<file path="src/rtl/fifo_arb_pkg.sv">
// rtl/fifo_arb_pkg.sv - shared state type, default sizes and round-robin pointer helper
package fifo_arb_pkg;

  typedef enum logic {
    IDLE = 1'b0,
    HOLD = 1'b1
  } arb_state_t;

  localparam int NUM_REQ_DEF   = 4;
  localparam int DATA_W_DEF    = 8;
  localparam int MAX_BURST_DEF = 4;

  // Modulo-n increment of a round-robin pointer.
  function automatic int rr_next(input int ptr, input int n);
    return (ptr + 1 >= n) ? 0 : ptr + 1;
  endfunction

endpackage

</file>
<file path="src/rtl/rr_pick.sv">
// rtl/rr_pick.sv - combinational round-robin picker: first set request at or after ptr, with wrap
module rr_pick #(
  parameter int N  = 4,
  parameter int IW = (N > 1) ? $clog2(N) : 1
) (
  input  logic [N-1:0]  req,
  input  logic [IW-1:0] ptr,
  output logic          any,
  output logic [IW-1:0] idx
);

  logic [IW-1:0] cand;

  // Scan from the farthest offset back to ptr so the nearest hit wins.
  always_comb begin
    any  = |req;
    idx  = '0;
    cand = '0;
    for (int k = N - 1; k >= 0; k--) begin
      cand = IW'((int'(ptr) + k) % N);
      if (req[cand]) begin
        idx = cand;
      end
    end
  end

endmodule

</file>
<file path="src/rtl/fifo_wr_arb.sv">
// rtl/fifo_wr_arb.sv - round-robin burst arbiter sharing one fifo_sv write port among NUM_REQ producers
module fifo_wr_arb
  import fifo_arb_pkg::*;
#(
  parameter int NUM_REQ   = NUM_REQ_DEF,
  parameter int DATA_W    = DATA_W_DEF,
  parameter int MAX_BURST = MAX_BURST_DEF,
  parameter int GW        = $clog2(NUM_REQ),
  parameter int BW        = $clog2(MAX_BURST + 1)
) (
  input  logic                      clk,
  input  logic                      rst_n,
  input  logic [NUM_REQ-1:0]        req_valid,
  input  logic [NUM_REQ*DATA_W-1:0] req_data,
  output logic [NUM_REQ-1:0]        req_ready,
  input  logic                      fifo_full,
  output logic                      fifo_we,
  output logic [DATA_W-1:0]         fifo_wdata,
  output logic [GW-1:0]             grant_id,
  output logic                      busy
);

  arb_state_t    state, state_d;
  logic [GW-1:0] grant_d;
  logic [GW-1:0] rr_ptr, rr_ptr_d;
  logic [BW-1:0] beat_cnt, beat_cnt_d;

  logic          pick_any;
  logic [GW-1:0] pick_idx;
  logic          g_valid;

  rr_pick #(
    .N  (NUM_REQ),
    .IW (GW)
  ) u_pick (
    .req (req_valid),
    .ptr (rr_ptr),
    .any (pick_any),
    .idx (pick_idx)
  );

  assign g_valid = req_valid[grant_id];

  // Outputs are decoded from state only, so they collapse with the async reset.
  always_comb begin
    req_ready  = '0;
    fifo_we    = 1'b0;
    fifo_wdata = '0;
    busy       = 1'b0;
    if (state == HOLD) begin
      busy                = 1'b1;
      req_ready[grant_id] = !fifo_full;
      fifo_we             = g_valid & !fifo_full;
      fifo_wdata          = req_data[int'(grant_id)*DATA_W +: DATA_W];
    end
  end

  always_comb begin
    state_d    = state;
    grant_d    = grant_id;
    rr_ptr_d   = rr_ptr;
    beat_cnt_d = beat_cnt;
    case (state)
      IDLE: begin
        if (pick_any) begin
          state_d    = HOLD;
          grant_d    = pick_idx;
          beat_cnt_d = '0;
        end
      end
      HOLD: begin
        // A full stall leaves everything untouched; only a drop or the burst limit rotates.
        if (!g_valid) begin
          state_d  = IDLE;
          rr_ptr_d = GW'(rr_next(int'(grant_id), NUM_REQ));
        end else if (fifo_we) begin
          beat_cnt_d = beat_cnt + BW'(1);
          if (beat_cnt == BW'(MAX_BURST - 1)) begin
            state_d  = IDLE;
            rr_ptr_d = GW'(rr_next(int'(grant_id), NUM_REQ));
          end
        end
      end
      default: begin
        state_d = IDLE;
      end
    endcase
  end

  always_ff @(posedge clk or negedge rst_n) begin
    if (!rst_n) begin
      state    <= IDLE;
      grant_id <= '0;
      rr_ptr   <= '0;
      beat_cnt <= '0;
    end else begin
      state    <= state_d;
      grant_id <= grant_d;
      rr_ptr   <= rr_ptr_d;
      beat_cnt <= beat_cnt_d;
    end
  end

endmodule

</file>
<file path="config.mk">
export PLATFORM = sky130hd
export DESIGN_NAME = fifo_wr_arb
export DESIGN_NICKNAME = d
export VERILOG_FILES = /design/src/rtl/fifo_arb_pkg.sv /design/src/rtl/rr_pick.sv /design/src/rtl/fifo_wr_arb.sv
export SDC_FILE = /design/constraint.sdc
export NUM_CORES = 1
export LEC_CHECK = 0
export CELL_PAD_IN_SITES_DETAIL_PLACEMENT = 0
export CELL_PAD_IN_SITES_GLOBAL_PLACEMENT = 1
export CORE_ASPECT_RATIO = 0.5
export CORE_UTILIZATION = 24
export DETAILED_ROUTE_END_ITERATION = 12
export PLACE_DENSITY = 0.8
export SYNTH_ARGS = -nofsm -noshare
export SYNTH_HDL_FRONTEND = slang
export SYNTH_HIERARCHICAL = 1
export SYNTH_SLANG_ARGS = --single-unit
export TNS_END_PERCENT = 50
</file>
<file path="constraint.sdc">
create_clock -name clk -period 1.6 [get_ports clk]
set_input_delay 0.48 -clock clk [delete_from_list [all_inputs] [get_ports clk]]
set_output_delay 0.48 -clock clk [all_outputs]
set_load 0.05 [all_outputs]
</file>
==> impl_metrics.sql, run 1 <==
INSERT INTO impl_metrics (metric_group, metric, value, unit) VALUES
('run_status', 'status', 'finished with violations', ''),
('run_status', 'violations', 'setup timing', ''),
('sta', 'tightestPinTransition', '353', 'ps'),
('logic_synthesis', 'most_used_flip_flop_cell_after_synthesis', 'dfrtp_1', ''),
('sta', 'maxSlewHeadroom', '76.4', '%'),
('route', 'initialDrtViolationCount', '40', ''),
('finish', 'n_antenna_cell', '0', ''),
('finish', 'area_growth_syn_to_layout', '107', '%'),
('logic_synthesis', 'synthTopCellsByCount', 'and2_1, dfrtp_1, ha_1, inv_1', ''),
('power_and_ir_drop', 'p_leak', '0.874', 'nW'),
('critical_path', 'cp_max_fo', '5', ''),
('floorplan', 'floorplan.die.width', '88.6', 'um'),
('placement', 'finalWeightedCongestion', '0.761', ''),
('flow_run', 'maxCapViolations', '0', ''),
('route', 'remaining_drc_errors', '0', ''),
('logic_synthesis', 'number_of_distinct_standard_cells_referenced_by_the_synthesized_netlist', '31', ''),
('sta', 'final_min_period_over_clock_period', '131', '%'),
('critical_path', 'timing.critical_path.slowest_stage_cell', 'dfrtp_4', ''),
('critical_path', 'worst_setup_path_end_kind', 'output pin', ''),
('critical_path', 'critical_path.cell_chain', 'buf_12 > mux4_2 > and2_4 > buf_8', ''),
('worst_hold_path', 'worstHoldPathType', 'register to register', ''),
('global_routing', 'via_count_of_the_first_global_routing_pass', '977', ''),
('global_routing', 'grt_start_max_net_pins', '15', ''),
('logic_synthesis', 'postSynthCellCount', '83', ''),
('global_routing', 'antenna_found_initial', '0', ''),
('sta', 'fin_worst_skew', '3.97', 'ps'),
('floorplan', 'die_y', '45.3', 'um'),
('sta', 'fin_crit', '2090', 'ps'),
('logic_synthesis', 'synth_top_area_cell', 'dfrtp_1', ''),
('critical_path', 'critPathKind', 'register to output pin', ''),
('logic_synthesis', 'synth.area.top_cells', 'dfrtp_1, mux4_2, mux4_1, and2_1, ha_1', ''),
('power_and_ir_drop', 'peakVddDrop', '0.000535', 'V'),
('route', 'detail_route.vias_per_cell', '4.58', ''),
('route', 'number_of_vias_after_detailed_routing', '980', ''),
('logic_synthesis', 'netlist_area', '900', 'um^2'),
('sta', 'unrepaired_setup_endpoints_after_global_routing', 'yes', ''),
('floorplan', 'core', '3510', 'um^2'),
('global_routing', 'grt_overflow_total', '0', ''),
('floorplan', 'starting_utilization_of_the_core_area', '25.6', '%'),
('sta', 'finalHoldViolCount', '0', ''),
('route', 'wl_per_instance', '14.3', 'um'),
('finish', 'final_core_utilization', '52.9', '%'),
('logic_synthesis', 'yosys.cell_count.top_type', 'and2_1', ''),
('logic_synthesis', 'ys_warn_count', '6', ''),
('placement', 'place.port_buffers', '54', ''),
('route', 'drt_first_pass_iters', '4', ''),
('logic_synthesis', 'synth-seq-area-share', '22.3', '%'),
('clock_tree', 'number_of_buffers_inserted_during_clock_tree_synthesis', '3', ''),
('critical_path', 'element_type_at_the_critical_path_start', 'register', ''),
('floorplan', 'ios', '55', ''),
('floorplan', 'dieArea', '4010', 'um^2'),
('finish', 'design.final.nets', '209', ''),
('sta', 'report.final.slew_viol_count', '0', ''),
('sta', 'final_setup_vio_count', '16', ''),
('logic_synthesis', 'synth_largest_type_area_fraction', '22.3', '%'),
('power_and_ir_drop', 'power.density', '2010', 'nW/um^2'),
('clock_tree', 'cts_max_level', '1', ''),
('sta', 'fmaxAchievable', '477', 'MHz'),
('critical_path', 'max_stage_delay', '500', 'ps'),
('clock_tree', 'clock_tree.root_cell', 'clkbuf_8', ''),
('power_and_ir_drop', 'post-layout-total-power', '3.74', 'mW'),
('route', 'route.final.wire_length', '3050', 'um'),
('sta', 'layout_setup_ws', '-495', 'ps'),
('critical_path', 'critical_path_required', '1120', 'ps'),
('critical_path', 'arrival', '1610', 'ps'),
('global_routing', 'grt_use_total', '14.9', '%'),
('route', 'antenna_violating_nets_post_route', '0', ''),
('clock_tree', 'cts_tree', 'built', ''),
('floorplan', 'placement_rows', '15', ''),
('clock_tree', 'clock-sinks', '8', ''),
('logic_synthesis', 'yosys_register_bits', '8', ''),
('logic_synthesis', 'postSynth.asyncResetShare', '100', '%'),
('logic_synthesis', 'syn_nets', '128', ''),
('placement', 'place.detailed.hpwl', '2210', 'um'),
('clock_tree', 'cts.reportedPaths.clkPinSlew', '40', 'ps'),
('clock_tree', 'clkLatencyLatePin', '230', 'ps'),
('logic_synthesis', 'post_synth.cell_area_avg', '10.8', 'um^2'),
('clock_tree', 'cts_buffer_depth', '2', ''),
('global_routing', 'first_pass_grt_wire_length', '4400', 'um'),
('logic_synthesis', 'synth_enable_flop_cells', '0', ''),
('finish', 'final_layout_size_suffix_gt1_share', '48.5', '%');
-- logic make-up after synthesis --
kind of cell | after synthesis | share of synthesized area (%)
fa+ha+maj | 6 | 8.34
flops | 8 | 22.3
compound gates | 11 | 10.6
simple gates | 32 | 20.2
mux | 16 | 32.3
buf+inv | 10 | 6.40
-- report_power, final --
group | switching, mW | total, mW | internal [mW]
Clock | 0.0786 | 0.251 | 0.173
Sequential | 0.108 | 0.409 | 0.301
Combinational | 1.47 | 3.08 | 1.61
Total | 1.65 | 3.74 | 2.08
-- layer usage --
metal  vias up  wire length [um]  GRT usage, %
met3         4               152          2.74
met4         0                26          4.84
li1        469                 -             -
met2        37              1640          27.8
met5         -                 0             0
met1       470              1230          17.7
-- metrics by stage --
step / hold WS (ps) / instances / instance area [um^2] / setup WS, ps / TNS [ps]
after floorplan: 184 / 83 / 922 / -459 / -4890
after global placement: 472 / 204 / 1700 / -599 / -9090
after detailed placement: 485 / 204 / 1700 / -648 / -9400
after CTS: 496 / 213 / 1830 / -496 / -6050
after global routing: 503 / 214 / 1860 / -536 / -6970
final: 484 / 214 / 1860 / -495 / -6220
-- final cells by class --
| class | instances | area [um^2] |
|---|---|---|
| clock buffer | 4 | 45.0 |
| inverter | 6 | 25.0 |
| timing repair buffer | 80 | 838 |
| multi-input combinational | 65 | 681 |
| sequential | 8 | 205 |
| fill | 319 | 1650 |
| tap | 51 | 63.8 |
-- critical path: cells and delay by family, from the launching register on --
family | cells | cell delay [ps]
flops | 1 | 500
mux | 1 | 420
buf+inv | 2 | 290
simple gates | 1 | 180
-- cell usage in the layout (no fill, tap or decap), drive strengths merged, types with 2 or more instances in the layout --
cell type and count:
buf 42, dlygate4sd2 36, and2 12, mux4 9, dfrtp 8, inv 6, ha 6, mux2i 5
nand2 5, nand2b 4, nor2 4, clkbuf 4, nor2b 2, mux2 2, clkdlybuf4s50 2, o31ai 2
a211oi 2
-- sequential cells by signal, summed over array words and instances (netlist names) --
register  flops
grant_id      2
rr_ptr        2
state         1
beat_cnt      3
-- repair_timing --
action                     CTS  global route
setup endpoints to repair   22            20
pin swaps                    1             0
hold buffers                 0             0
gates resized for setup     68             6
setup buffers                5             1
-- path summary, 6_finish.rpt --
check	from	end	slack [ps]	cells after the start
max	grant_id[0]	fifo_wdata[6]	-490	4
min	beat_cnt[0]	beat_cnt[0]	480	1
max reg2reg	grant_id[0]	beat_cnt[1]	-110	5
min reg2reg	beat_cnt[0]	beat_cnt[0]	480	1
max in group asynchronous	rst_n	grant_id[0]	780	1
min in group asynchronous	rst_n	rr_ptr[1]	530	1
Note: power is estimated with default switching activity, not from simulation.
==> inputs of run 2 (changes only) <==
--- a/config.mk
+++ b/config.mk
@@ -9,7 +9,9 @@
 export CELL_PAD_IN_SITES_GLOBAL_PLACEMENT = 1
 export CORE_ASPECT_RATIO = 0.5
 export CORE_UTILIZATION = 24
+export CTS_CLUSTER_SIZE = 8
 export DETAILED_ROUTE_END_ITERATION = 12
+export GPL_TIMING_DRIVEN = 0
 export PLACE_DENSITY = 0.8
 export SYNTH_ARGS = -nofsm -noshare
 export SYNTH_HDL_FRONTEND = slang
==> run 2 against run 1 <==
Power fell by 5.5%. Register-to-register slack improved by 130 ps. Largest cell class unchanged. Sequential power rose by 4%. Critical endpoint is now fifo_wdata[4]. Combinational power fell by 7.1%. Non-clock buffer count fell by 9. Core utilization fell by 2.4 points. Maximum frequency fell by 2.0%. The flow still finishes with violations (setup timing). Clock power fell by 4%. Worst setup slack got worse by 42 ps. Via count fell by 4.3%. Critical path type unchanged. Final area fell by 4.5%.
==> impl_metrics.sql, run 2 (synthesis results as in run 1) <==
INSERT INTO impl_metrics (metric_group, metric, value, unit) VALUES
('global_routing', 'grt_overflow_total', '0', ''),
('sta', 'finalHoldViolCount', '0', ''),
('route', 'remaining_drc_errors', '0', ''),
('finish', 'design.final.nets', '200', ''),
('critical_path', 'worst_setup_path_end_kind', 'output pin', ''),
('floorplan', 'dieArea', '4010', 'um^2'),
('clock_tree', 'number_of_buffers_inserted_during_clock_tree_synthesis', '3', ''),
('clock_tree', 'clkLatencyLatePin', '230', 'ps'),
('finish', 'final_layout_size_suffix_gt1_share', '45.1', '%'),
('power_and_ir_drop', 'peakVddDrop', '0.000548', 'V'),
('critical_path', 'arrival', '1660', 'ps'),
('sta', 'unrepaired_setup_endpoints_after_global_routing', 'yes', ''),
('route', 'initialDrtViolationCount', '28', ''),
('route', 'detail_route.vias_per_cell', '4.60', ''),
('sta', 'report.final.slew_viol_count', '0', ''),
('route', 'antenna_violating_nets_post_route', '0', ''),
('finish', 'final_cell_mix', 'dlygate4sd2_1, clkdlybuf4s50_1, and2_4, buf_4, buf_8', ''),
('flow_run', 'maxCapViolations', '0', ''),
('clock_tree', 'cts_tree', 'built', ''),
('finish', 'max_flop_register', 'beat_cnt', ''),
('sta', 'layout_setup_ws', '-537', 'ps'),
('sta', 'tightestPinTransition', '477', 'ps'),
('route', 'number_of_vias_after_detailed_routing', '938', ''),
('sta', 'final_min_period_over_clock_period', '134', '%'),
('floorplan', 'floorplan.die.width', '88.6', 'um'),
('finish', 'largest_register_ffs', '3', ''),
('placement', 'post-place-cells', '188', ''),
('power_and_ir_drop', 'post-layout-total-power', '3.53', 'mW'),
('global_routing', 'grt_use_total', '13.5', '%'),
('floorplan', 'ios', '55', ''),
('finish', 'area_growth_syn_to_layout', '97.2', '%'),
('global_routing', 'first_pass_grt_wire_length', '3930', 'um'),
('route', 'drt_first_pass_iters', '4', ''),
('route', 'wl_per_instance', '13.2', 'um'),
('sta', 'tns', '-6080', 'ps'),
('clock_tree', 'cts.reportedPaths.clkPinSlew', '40', 'ps'),
('critical_path', 'critPathKind', 'register to output pin', ''),
('critical_path', 'cp_max_fo', '5', ''),
('sta', 'fin_worst_skew', '2.02', 'ps'),
('sta', 'fmaxAchievable', '468', 'MHz'),
('sta', 'fin_crit', '2140', 'ps'),
('critical_path', 'worst-r2r-setup-slack', '20', 'ps'),
('placement', 'place.detailed.hpwl', '2050', 'um'),
('sta', 'final_setup_vio_count', '14', ''),
('worst_hold_path', 'worstHoldPathType', 'register to register', ''),
('clock_tree', 'cts-hold-fix-buffers', '0', ''),
('power_and_ir_drop', 'p_leak', '0.799', 'nW'),
('placement', 'place.port_buffers', '54', ''),
('finish', 'n_antenna_cell', '0', ''),
('finish', 'final_cells', '204', ''),
('clock_tree', 'cts_max_level', '1', ''),
('global_routing', 'via_count_of_the_first_global_routing_pass', '835', ''),
('critical_path', 'element_type_at_the_critical_path_start', 'register', ''),
('floorplan', 'core', '3510', 'um^2'),
('floorplan', 'die_y', '45.3', 'um'),
('placement', 'finalWeightedCongestion', '0.749', ''),
('sta', 'maxSlewHeadroom', '68.2', '%'),
('clock_tree', 'clock-sinks', '8', ''),
('floorplan', 'placement_rows', '15', ''),
('global_routing', 'antenna_found_initial', '0', ''),
('run_status', 'violations', 'setup timing', ''),
('floorplan', 'starting_utilization_of_the_core_area', '25.6', '%'),
('finish', 'largest_registers', 'beat_cnt: 3 flops, grant_id: 2 flops, rr_ptr: 2 flops', ''),
('run_status', 'status', 'finished with violations', ''),
('clock_tree', 'cts_buffer_depth', '2', ''),
('critical_path', 'critical_path_required', '1120', 'ps'),
('sta', 'whs', '483', 'ps'),
('global_routing', 'grt_start_max_net_pins', '11', ''),
('clock_tree', 'clock_tree.root_cell', 'clkbuf_8', ''),
('power_and_ir_drop', 'power.density', '1990', 'nW/um^2'),
('route', 'route.final.wire_length', '2700', 'um');
[run 2: path summary, 6_finish.rpt]
check / cells after the start / start / end
max reg2reg: 7 / grant_id[0] / rr_ptr[1]
min reg2reg: 1 / beat_cnt[0] / beat_cnt[0]
max in group asynchronous: 1 / rst_n / grant_id[0]
max: 5 / grant_id[0] / fifo_wdata[4]
min: 1 / beat_cnt[0] / beat_cnt[0]
min in group asynchronous: 1 / rst_n / beat_cnt[0]
[run 2: per-stage QoR]
stage          cell area [um^2]  worst slack (ps)  util, %
4_1_cts                    1740              -561     49.7
3_3_place_gp               1530             -1350     43.5
2_1_floorplan               922              -459        -
6_report                   1770              -537     50.6
3_5_place_dp               1530             -1330     43.5
5_1_grt                    1770              -592     50.6
[run 2: area by class of cell]
type	instances	area, um^2
Fill cell	332	1740
Multi-Input combinational cell	65	697
Timing Repair Buffer	67	688
Sequential cell	8	203
Tap cell	51	63.8
Buffer	4	48.8
Clock buffer	3	41.3
Inverter	6	32.5
[run 2: routing by layer]
layer  vias to the layer above  global-route usage (%)  wire, um
li1                        451                       -         -
met1                       448                    16.5      1170
met2                        32                    22.0      1270
met3                         7                    2.74       182
met4                         0                    9.68        71
met5                         -                       0         0
[run 2: repair_timing]
item	4_1_cts	5_1_grt
resized for setup	151	5
pin swaps	1	3
buffers inserted	9	3
cloned	1	0
hold endpoints to repair	0	0
setup endpoints to repair	23	17
[run 2: power by group]
group	switching (mW)	internal (mW)	total (mW)	leakage, nW
registers	0.130	0.295	0.425	0.0972
clock network	0.0792	0.163	0.242	0.0216
logic	1.41	1.45	2.86	0.680
[run 2: worst max-delay path, cell delays in order (launching register included)]
cell and delay [ps]:
dfrtp_2 370, buf_8 130, buf_8 120, mux4_2 490, and2_4 170, buf_6 140
